--- src/rtl/pipe_ctrl_pkg.sv ---
// Shared types and default widths for the pipeline sequencing controller.
// Optional performance counters are enabled with the PIPE_CTRL_PERF_EN macro.
package pipe_ctrl_pkg;

    localparam int REG_W_DEF = 5;
    localparam int CNT_W_DEF = 16;
    localparam int REG_ZERO  = 0;

    typedef enum logic [0:0] {
        ST_RUN  = 1'b0,
        ST_WAIT = 1'b1
    } state_e;

endpackage

--- src/rtl/pipeline_ctrl_hazard_unit.sv ---
// Combinational load-use hazard and control-flow redirect detection for the
// instruction currently in ID.
module hazard_unit
    import pipe_ctrl_pkg::*;
#(
    parameter int REG_W = REG_W_DEF
) (
    input  logic [REG_W-1:0] ID_rs_i,
    input  logic [REG_W-1:0] ID_rt_i,
    input  logic             ID_branch_i,
    input  logic             ID_eq_i,
    input  logic             ID_jump_i,
    input  logic             EX_memread_i,
    input  logic [REG_W-1:0] EX_rt_i,
    output logic             load_use_o,
    output logic             redirect_o
);

    logic ex_rt_nonzero;
    logic ex_rt_match;

    // A load into $0 writes nothing, so it can never feed a dependent instruction.
    assign ex_rt_nonzero = (EX_rt_i != REG_W'(REG_ZERO));
    assign ex_rt_match   = (EX_rt_i == ID_rs_i) || (EX_rt_i == ID_rt_i);
    assign load_use_o    = EX_memread_i && ex_rt_nonzero && ex_rt_match;
    assign redirect_o    = (ID_branch_i && ID_eq_i) || ID_jump_i;

endmodule

--- src/rtl/pipeline_ctrl.sv ---
// Pipeline sequencing controller: memory-wait FSM, stall/bubble/flush priority
// and optional perf counters (enabled by defining PIPE_CTRL_PERF_EN).
module pipeline_ctrl
    import pipe_ctrl_pkg::*;
#(
    parameter int REG_W = REG_W_DEF,
    parameter int CNT_W = CNT_W_DEF
) (
    input  logic             clk_i,
    input  logic             rst_i,
    input  logic [REG_W-1:0] ID_rs_i,
    input  logic [REG_W-1:0] ID_rt_i,
    input  logic             ID_branch_i,
    input  logic             ID_eq_i,
    input  logic             ID_jump_i,
    input  logic             EX_memread_i,
    input  logic [REG_W-1:0] EX_rt_i,
    input  logic             MEM_memread_i,
    input  logic             MEM_memwrite_i,
    input  logic             dmem_ack_i,
    output logic             dmem_req_o,
    output logic             PC_write_o,
    output logic             IFID_write_o,
    output logic             IFID_flush_o,
    output logic             IDEX_bubble_o,
    output logic             pipe_hold_o,
    output logic [CNT_W-1:0] stall_cnt_o,
    output logic [CNT_W-1:0] flush_cnt_o
);

    state_e state_q, state_d;
    logic   mem_acc;
    logic   mem_stall;
    logic   load_use;
    logic   redirect;

    hazard_unit #(.REG_W(REG_W)) u_hazard (
        .ID_rs_i      (ID_rs_i),
        .ID_rt_i      (ID_rt_i),
        .ID_branch_i  (ID_branch_i),
        .ID_eq_i      (ID_eq_i),
        .ID_jump_i    (ID_jump_i),
        .EX_memread_i (EX_memread_i),
        .EX_rt_i      (EX_rt_i),
        .load_use_o   (load_use),
        .redirect_o   (redirect)
    );

    assign mem_acc = MEM_memread_i || MEM_memwrite_i;

    always_comb begin
        state_d    = state_q;
        dmem_req_o = 1'b0;
        mem_stall  = 1'b0;
        case (state_q)
            ST_RUN: begin
                dmem_req_o = mem_acc;
                mem_stall  = mem_acc;
                if (mem_acc) state_d = ST_WAIT;
            end
            ST_WAIT: begin
                // The pipeline releases on the ack cycle itself, so the
                // following RUN cycle already sees the next MEM instruction.
                dmem_req_o = 1'b1;
                mem_stall  = !dmem_ack_i;
                if (dmem_ack_i) state_d = ST_RUN;
            end
            default: state_d = ST_RUN;
        endcase
    end

    always_ff @(posedge clk_i or posedge rst_i) begin
        if (rst_i) state_q <= ST_RUN;
        else       state_q <= state_d;
    end

    always_comb begin
        PC_write_o    = 1'b1;
        IFID_write_o  = 1'b1;
        IFID_flush_o  = 1'b0;
        IDEX_bubble_o = 1'b0;
        pipe_hold_o   = 1'b0;
        if (mem_stall) begin
            PC_write_o   = 1'b0;
            IFID_write_o = 1'b0;
            pipe_hold_o  = 1'b1;
        end else if (load_use) begin
            // Any redirect waits; the branch is re-evaluated after the bubble.
            PC_write_o    = 1'b0;
            IFID_write_o  = 1'b0;
            IDEX_bubble_o = 1'b1;
        end else if (redirect) begin
            IFID_flush_o = 1'b1;
        end
    end

`ifdef PIPE_CTRL_PERF_EN
    logic [CNT_W-1:0] stall_cnt_q, stall_cnt_d;
    logic [CNT_W-1:0] flush_cnt_q, flush_cnt_d;

    always_comb begin
        stall_cnt_d = stall_cnt_q;
        flush_cnt_d = flush_cnt_q;
        if ((mem_stall || load_use) && (stall_cnt_q != '1)) stall_cnt_d = stall_cnt_q + 1'b1;
        if (IFID_flush_o && (flush_cnt_q != '1))            flush_cnt_d = flush_cnt_q + 1'b1;
    end

    always_ff @(posedge clk_i or posedge rst_i) begin
        if (rst_i) begin
            stall_cnt_q <= '0;
            flush_cnt_q <= '0;
        end else begin
            stall_cnt_q <= stall_cnt_d;
            flush_cnt_q <= flush_cnt_d;
        end
    end

    assign stall_cnt_o = stall_cnt_q;
    assign flush_cnt_o = flush_cnt_q;
`else
    assign stall_cnt_o = '0;
    assign flush_cnt_o = '0;
`endif

endmodule

--- config.mk ---
export PLATFORM = sky130hd
export DESIGN_NAME = pipeline_ctrl
export DESIGN_NICKNAME = d
export VERILOG_FILES = /design/src/rtl/pipe_ctrl_pkg.sv /design/src/rtl/pipeline_ctrl_hazard_unit.sv /design/src/rtl/pipeline_ctrl.sv
export SDC_FILE = /design/constraint.sdc
export NUM_CORES = 1
export LEC_CHECK = 0
export CAP_MARGIN = 20
export CELL_PAD_IN_SITES_DETAIL_PLACEMENT = 0
export CELL_PAD_IN_SITES_GLOBAL_PLACEMENT = 1
export CORE_ASPECT_RATIO = 1.25
export CORE_MARGIN = 3
export CORE_UTILIZATION = 15
export DETAILED_ROUTE_END_ITERATION = 10
export PLACE_DENSITY_LB_ADDON = 0.1
export SYNTH_ARGS = -nofsm -noshare
export SYNTH_HDL_FRONTEND = slang
export SYNTH_HIERARCHICAL = 1
export SYNTH_SLANG_ARGS = --single-unit
--- constraint.sdc ---
create_clock -name clk_i -period 4.8 [get_ports clk_i]
set_input_delay 1.2 -clock clk_i [delete_from_list [all_inputs] [get_ports clk_i]]
set_output_delay 1.2 -clock clk_i [all_outputs]
set_load 0.01 [all_outputs]
## Word level (Yosys, flattened, before mapping)

Cells that the tools add are included.

| word-level totals | value |
|---|---|
| register bits after elaboration | 1 |
| latch bits | 0 |
| memory bits (writable) | 0 |
| ROM bits | 0 |
| input port bits | 24 |
| output and inout bits | 38 |
| word-level logic and storage cells | 25 |
| memories kept | 0 |

| operators by class | value |
|---|---|
| add/sub/neg operators | 0 |
| multiply operators | 0 |
| divide/modulo/power cells | 0 |
| $lt $le $gt $ge | 0 |
| equality and inequality tests | 2 |
| shift operators | 0 |
| mux-type cells | 13 |
| bitwise gates (word level) | 1 |
| reduce and logical (&&, ||, !) cells | 8 |

Operators with widths:

| kind | count |
|---|---|
| $eq 5x5->1 | 2 |
| $mux 1 | 10 |
| $pmux 1 s2 | 3 |
| $reduce_bool 5->1 | 1 |
| $logic_and 1x1->1 | 3 |
| $logic_or 1x1->1 | 3 |
| $logic_not 1->1 | 1 |
| $not 1->1 | 1 |

## Longest topological paths before layout

| depth | value |
|---|---|
| depth after elaboration | 5 |
| mapped depth | 6 |
| mapped depth without buffers | 6 |

## Hierarchy

Netlist, hierarchy kept.

Modules (own cells, without submodules):

| module | times used | cells each | area each (um^2) | sequential area each (um^2) |
|---|---|---|---|---|
| pipeline_ctrl | 1 | 44 | 329.1 | 25.0 |
| hazard_unit | 1 | 18 | 132.6 | 0.0 |

## Least setup slack after synthesis

Ideal clock, no wire load.

| timing | value |
|---|---|
| kind | in2out |
| start point | input port EX_rt_i[1] |
| end point | output port PC_write_o |
| arrival time | 2.311 ns |
| required time | 3.600 ns |
| slack | 1.289 ns |
| cell stages on the path | 5 |
| buffers on the path | 1 |
| cell sequence | or4_1 o21ai_1 a21oi_1 a21oi_1 buf_4 |

| on the way | value |
|---|---|
| longest elaborated chain between the ends | 5 |
| elaborated cells between the ends (all ways) | 8 |
| classes of those cells | 2 x eq/ne; 2 x mux; 4 x reduce/logical |

RTL lines:

| item | RTL line | source |
|---|---|---|
| start: declaration | pipeline_ctrl.sv:17 | `input logic [REG_W-1:0] EX_rt_i,` |
| $eq 5x5->1 or $reduce_bool 5->1 (tied branches) | pipeline_ctrl_hazard_unit.sv:24, pipeline_ctrl_hazard_unit.sv:23 |  |
| $logic_or 1x1->1 or $logic_and 1x1->1 (tied branches) | pipeline_ctrl_hazard_unit.sv:24, pipeline_ctrl_hazard_unit.sv:25 |  |
| $logic_and 1x1->1 * | pipeline_ctrl_hazard_unit.sv:25 | `assign load_use_o = EX_memread_i && ex_rt_nonzero && ex_rt_match;` |
| net load_use | pipeline_ctrl.sv:34 | `logic load_use;` |
| $mux 1 * (2 in series) | - |  |
| end: declaration | pipeline_ctrl.sv:22 | `output logic PC_write_o,` |

Mark *: on every way through the listed nets, which the timed path passes. The rest lies on a longest branch.

## Worst setup path after layout

| timing | value |
|---|---|
| start point | input port EX_rt_i[4] |
| end point | output port IFID_flush_o |

| on the way | value |
|---|---|
| longest elaborated chain between the ends | 5 |
| elaborated cells between the ends (all ways) | 8 |
| classes of those cells | 2 x eq/ne; 2 x mux; 4 x reduce/logical |

RTL lines:

| item | RTL line | source |
|---|---|---|
| $eq 5x5->1 or $reduce_bool 5->1 (tied branches) | pipeline_ctrl_hazard_unit.sv:24, pipeline_ctrl_hazard_unit.sv:23 |  |
| $logic_or 1x1->1 or $logic_and 1x1->1 (tied branches) | pipeline_ctrl_hazard_unit.sv:24, pipeline_ctrl_hazard_unit.sv:25 |  |
| $logic_and 1x1->1 * | pipeline_ctrl_hazard_unit.sv:25 |  |
| net load_use | pipeline_ctrl.sv:34 |  |
| $mux 1 * | pipeline_ctrl.sv:87 | `end else if (load_use) begin` |
| $mux 1 * | pipeline_ctrl.sv:83 | `if (mem_stall) begin` |
| end: declaration | pipeline_ctrl.sv:24 | `output logic IFID_flush_o,` |

Marked as above.

==> summary.md <==
| Metric | Value |
|---|---|
| Status | `finished, final reports clean` |
| FF-to-FF path depth | `2` |
| First-pass GRT wire length | `around 1400 um` |
| Antenna Cells | `0` |
| Synthesized area | `462 um2` |
| Synth Register Bits | `1` |
| Hold Crit Depth | `2` |
| DIE AREA | `3780 um2` |
| Synth Area in Compound Gates | `~8.4%` |
| Setup repair bufs after CTS | `0` |
| Number of top-level pins | `between 60 and 70` |
| Worst Path Required | `around 3.6 ns` |
| Period minus WS final | `4.41 ns` |
| Worst Path Max Fanout | `3` |
| Antenna-violating nets left | `0` |
| Drt via density | `3.07` |
| Number of max-cap violations | `0` |
| R2r endpoint | `state_q` |
| Starting density of the core | `around 16%` |
| Pin count of the biggest net entering global routing | `6` |
| Worst reg2reg setup slack | `approximately 3.7 ns` |
| Startpoint types | `primary input` |
| Port-buffer cells | `29` |
| Post-Route WL | `976 um` |
| Initial antenna violation count | `0` |
| # resized after CTS | `0` |
| Distinct cells, synth | `18` |
| Multi-input logic area | `roughly 300 um2` |
| Final number of hold-violating endpoints | `0` |
| Biggest regs | `state_q: 1 flops` |
| Layout Nets | `114` |
| Die H | `68.0 um` |
| Net switching power | `~27 uW` |
| Int Power | `40.0 uW` |
| Worst path slowest cell | `clkdlybuf4s50_1` |
| Clock power share | `0%` |
| Adder-cell area share of the yosys netlist | `0%` |
| Ys flop type | `dfrtp_1` |
| Post-Synth Simple-Gate Area | `10.8%` |
| Largest family of logic cells by synthesized area | `buffers and inverters` |
| Final setup violation count | `0` |
| Routed vias | `374` |
| YS warnings | `6` |
| Commonest non-fill, non-tap cells in the layout | `32 x conb_1, 29 x clkdlybuf4s50_1, 6 x xor2_1, 4 x xnor2_1, 3 x a21oi_1` |
| CP Cell Sequence | `clkdlybuf4s50_1 -> or4_1 -> o21ai_1 -> a21oi_1 -> nand2b_1 -> a21oi_1 -> clkdlybuf4s50_1` |
| Comb pwr share | `85.2%` |
| R2r startpoint | `state_q` |
| First-pass DRT Iterations | `3` |
| Drc violations | `0` |
| Number of global-route vias before repair | `325` |
| Clock slew at reported path FFs | `0 ns` |
| Most common cell after layout, fill and taps aside | `conb_1` |
| Hold slack final | `0.674 ns` |
| Wire per inst | `8.00 um` |
| Post-synthesis xor/xnor area fraction | `19.0%` |
| RSZ-0062 raised after global routing | `no` |
| Layout cells sized above 1 | `~1.1%` |
| FILL cells | `316` |
| Post-DP HPWL | `936 um` |
| Hold wc startpoint | `state_q` |
| Critical path's largest stage delay | `0.56 ns` |
| Placement row count | `21` |
| PD cells | `102 nW/um2` |
| CTS Hold Buffers Added | `0` |
| DRT iter0 DRCs | `7` |
| Final Max Tran Viols | `0` |
| Period Utilization, post-route | `91.9%` |
| Avg Cell Area, Syn | `7.45 um2` |
| Max reg flops | `1` |
| Hold EP | `state_q` |
| CORE AREA | `2810 um2` |
| CP arrival | `3.21 ns` |
| Gr usage total | `4.23%` |
| Post-synthesis mux area share | `0%` |
| Flop pwr share | `between 10 and 15%` |
| Switching share of total power | `40.3%` |
| Syn Inst Count | `62` |
| Remaining global-route overflow | `0` |
| Die width | `55.6 um` |
| CP Class | `in -> out` |
| Static Leak | `0.294 nW` |
| Seq/Total Area, Yosys | `5.42%` |
| Ys async rst share | `100%` |
| Register area | `25.0 um2` |
| Placed instance area | `between 600 and 700 um2` |
| Gp weighted congestion | `0.686` |
| Worst-Skew Late Latency | `0 ns` |
| VDD IR-drop max | `52.8 uV` |
| Fmax | `roughly 230 MHz` |
| Synthesis-to-layout area growth | `42.5%` |
| Final Cell Area | `between 600 and 700 um2` |
| Hold WC Path Type | `reg -> reg` |
| Clk_skew | `0 ns` |
| Setup TNS | `0 ns` |
| Worst setup EP type | `output pin` |
| Post-synth EDFFs | `0` |
| Reg with most FFs | `state_q` |
## worst max-delay path by stage
stage | start | endpoint | slack [ns]
2_1_floorplan | EX_rt_i[1] | PC_write_o | 1.29
3_3_place_gp | EX_rt_i[4] | PC_write_o | 0.36
3_5_place_dp | EX_rt_i[4] | IFID_flush_o | 0.37
4_1_cts | EX_rt_i[4] | IFID_flush_o | 0.37
5_1_grt | EX_rt_i[1] | IFID_flush_o | 0.26
6_report | EX_rt_i[4] | IFID_flush_o | 0.39
## synth_stat cells (2+ instances only)
master / n / area [um2]
buf_4: 33 / 248
xor2_1: 6 / 52.6
a21oi_1: 3 / 15.0
xnor2_1: 4 / 35.0
nand3_1: 2 / 10.0
nor3_1: 2 / 10.0
## area by class of cell
class	count	share of cell area (%)
timing repair buffer	29	44.1
sequential	1	3.80
inverter	1	0.570
multi-input combinational	57	45.1
tap	34	6.46
## power groups by stage
stage	registers [mW]	logic, mW	clock network (mW)
finish	0.00990	0.0572	0
global placement	0.00993	0.0581	0
CTS	0.00989	0.0573	0
floorplan	0.00981	0.0466	0
detailed placement	0.00997	0.0571	0
global route	0.0100	0.0631	0
## per-stage QoR
step | cells | power, mW | worst slack (ns) | utilization (%)
2_1_floorplan | 93 | 0.0564 | 1.29 | -
3_3_place_gp | 122 | 0.0680 | 0.360 | 23.4
3_5_place_dp | 122 | 0.0671 | 0.366 | 23.4
4_1_cts | 122 | 0.0672 | 0.373 | 23.4
5_1_grt | 122 | 0.0731 | 0.259 | 23.4
6_report | 122 | 0.0671 | 0.387 | 23.4
## metal layers
layer | wire [um] | part of all wire (%) | GRT usage (%)
met1 | 310 | 32 | 4.99
met2 | 466 | 48 | 7.99
met3 | 199 | 20 | 1.32
met4 | 0 | 0 | 0
met5 | 0 | 0 | 0
## cells by family (layout without fill, tap and decap cells)
logic type                Yosys count  after routing
and+or+nand+nor                     9              9
AOI/OAI and AO/OA                   6              6
other                               1             32
xor gates and xnor gates           10             10
buffers and inverters              35             30
DFF                                 1              1
## worst max-delay path, delay by kind of cell
family / cells / cell delay, ns
buffers and inverters: 2 / 1.04
AND/OR/NAND/NOR: 2 / 0.67
AO/OA/AOI/OAI: 3 / 0.31
(Power assumes the default switching activity.)
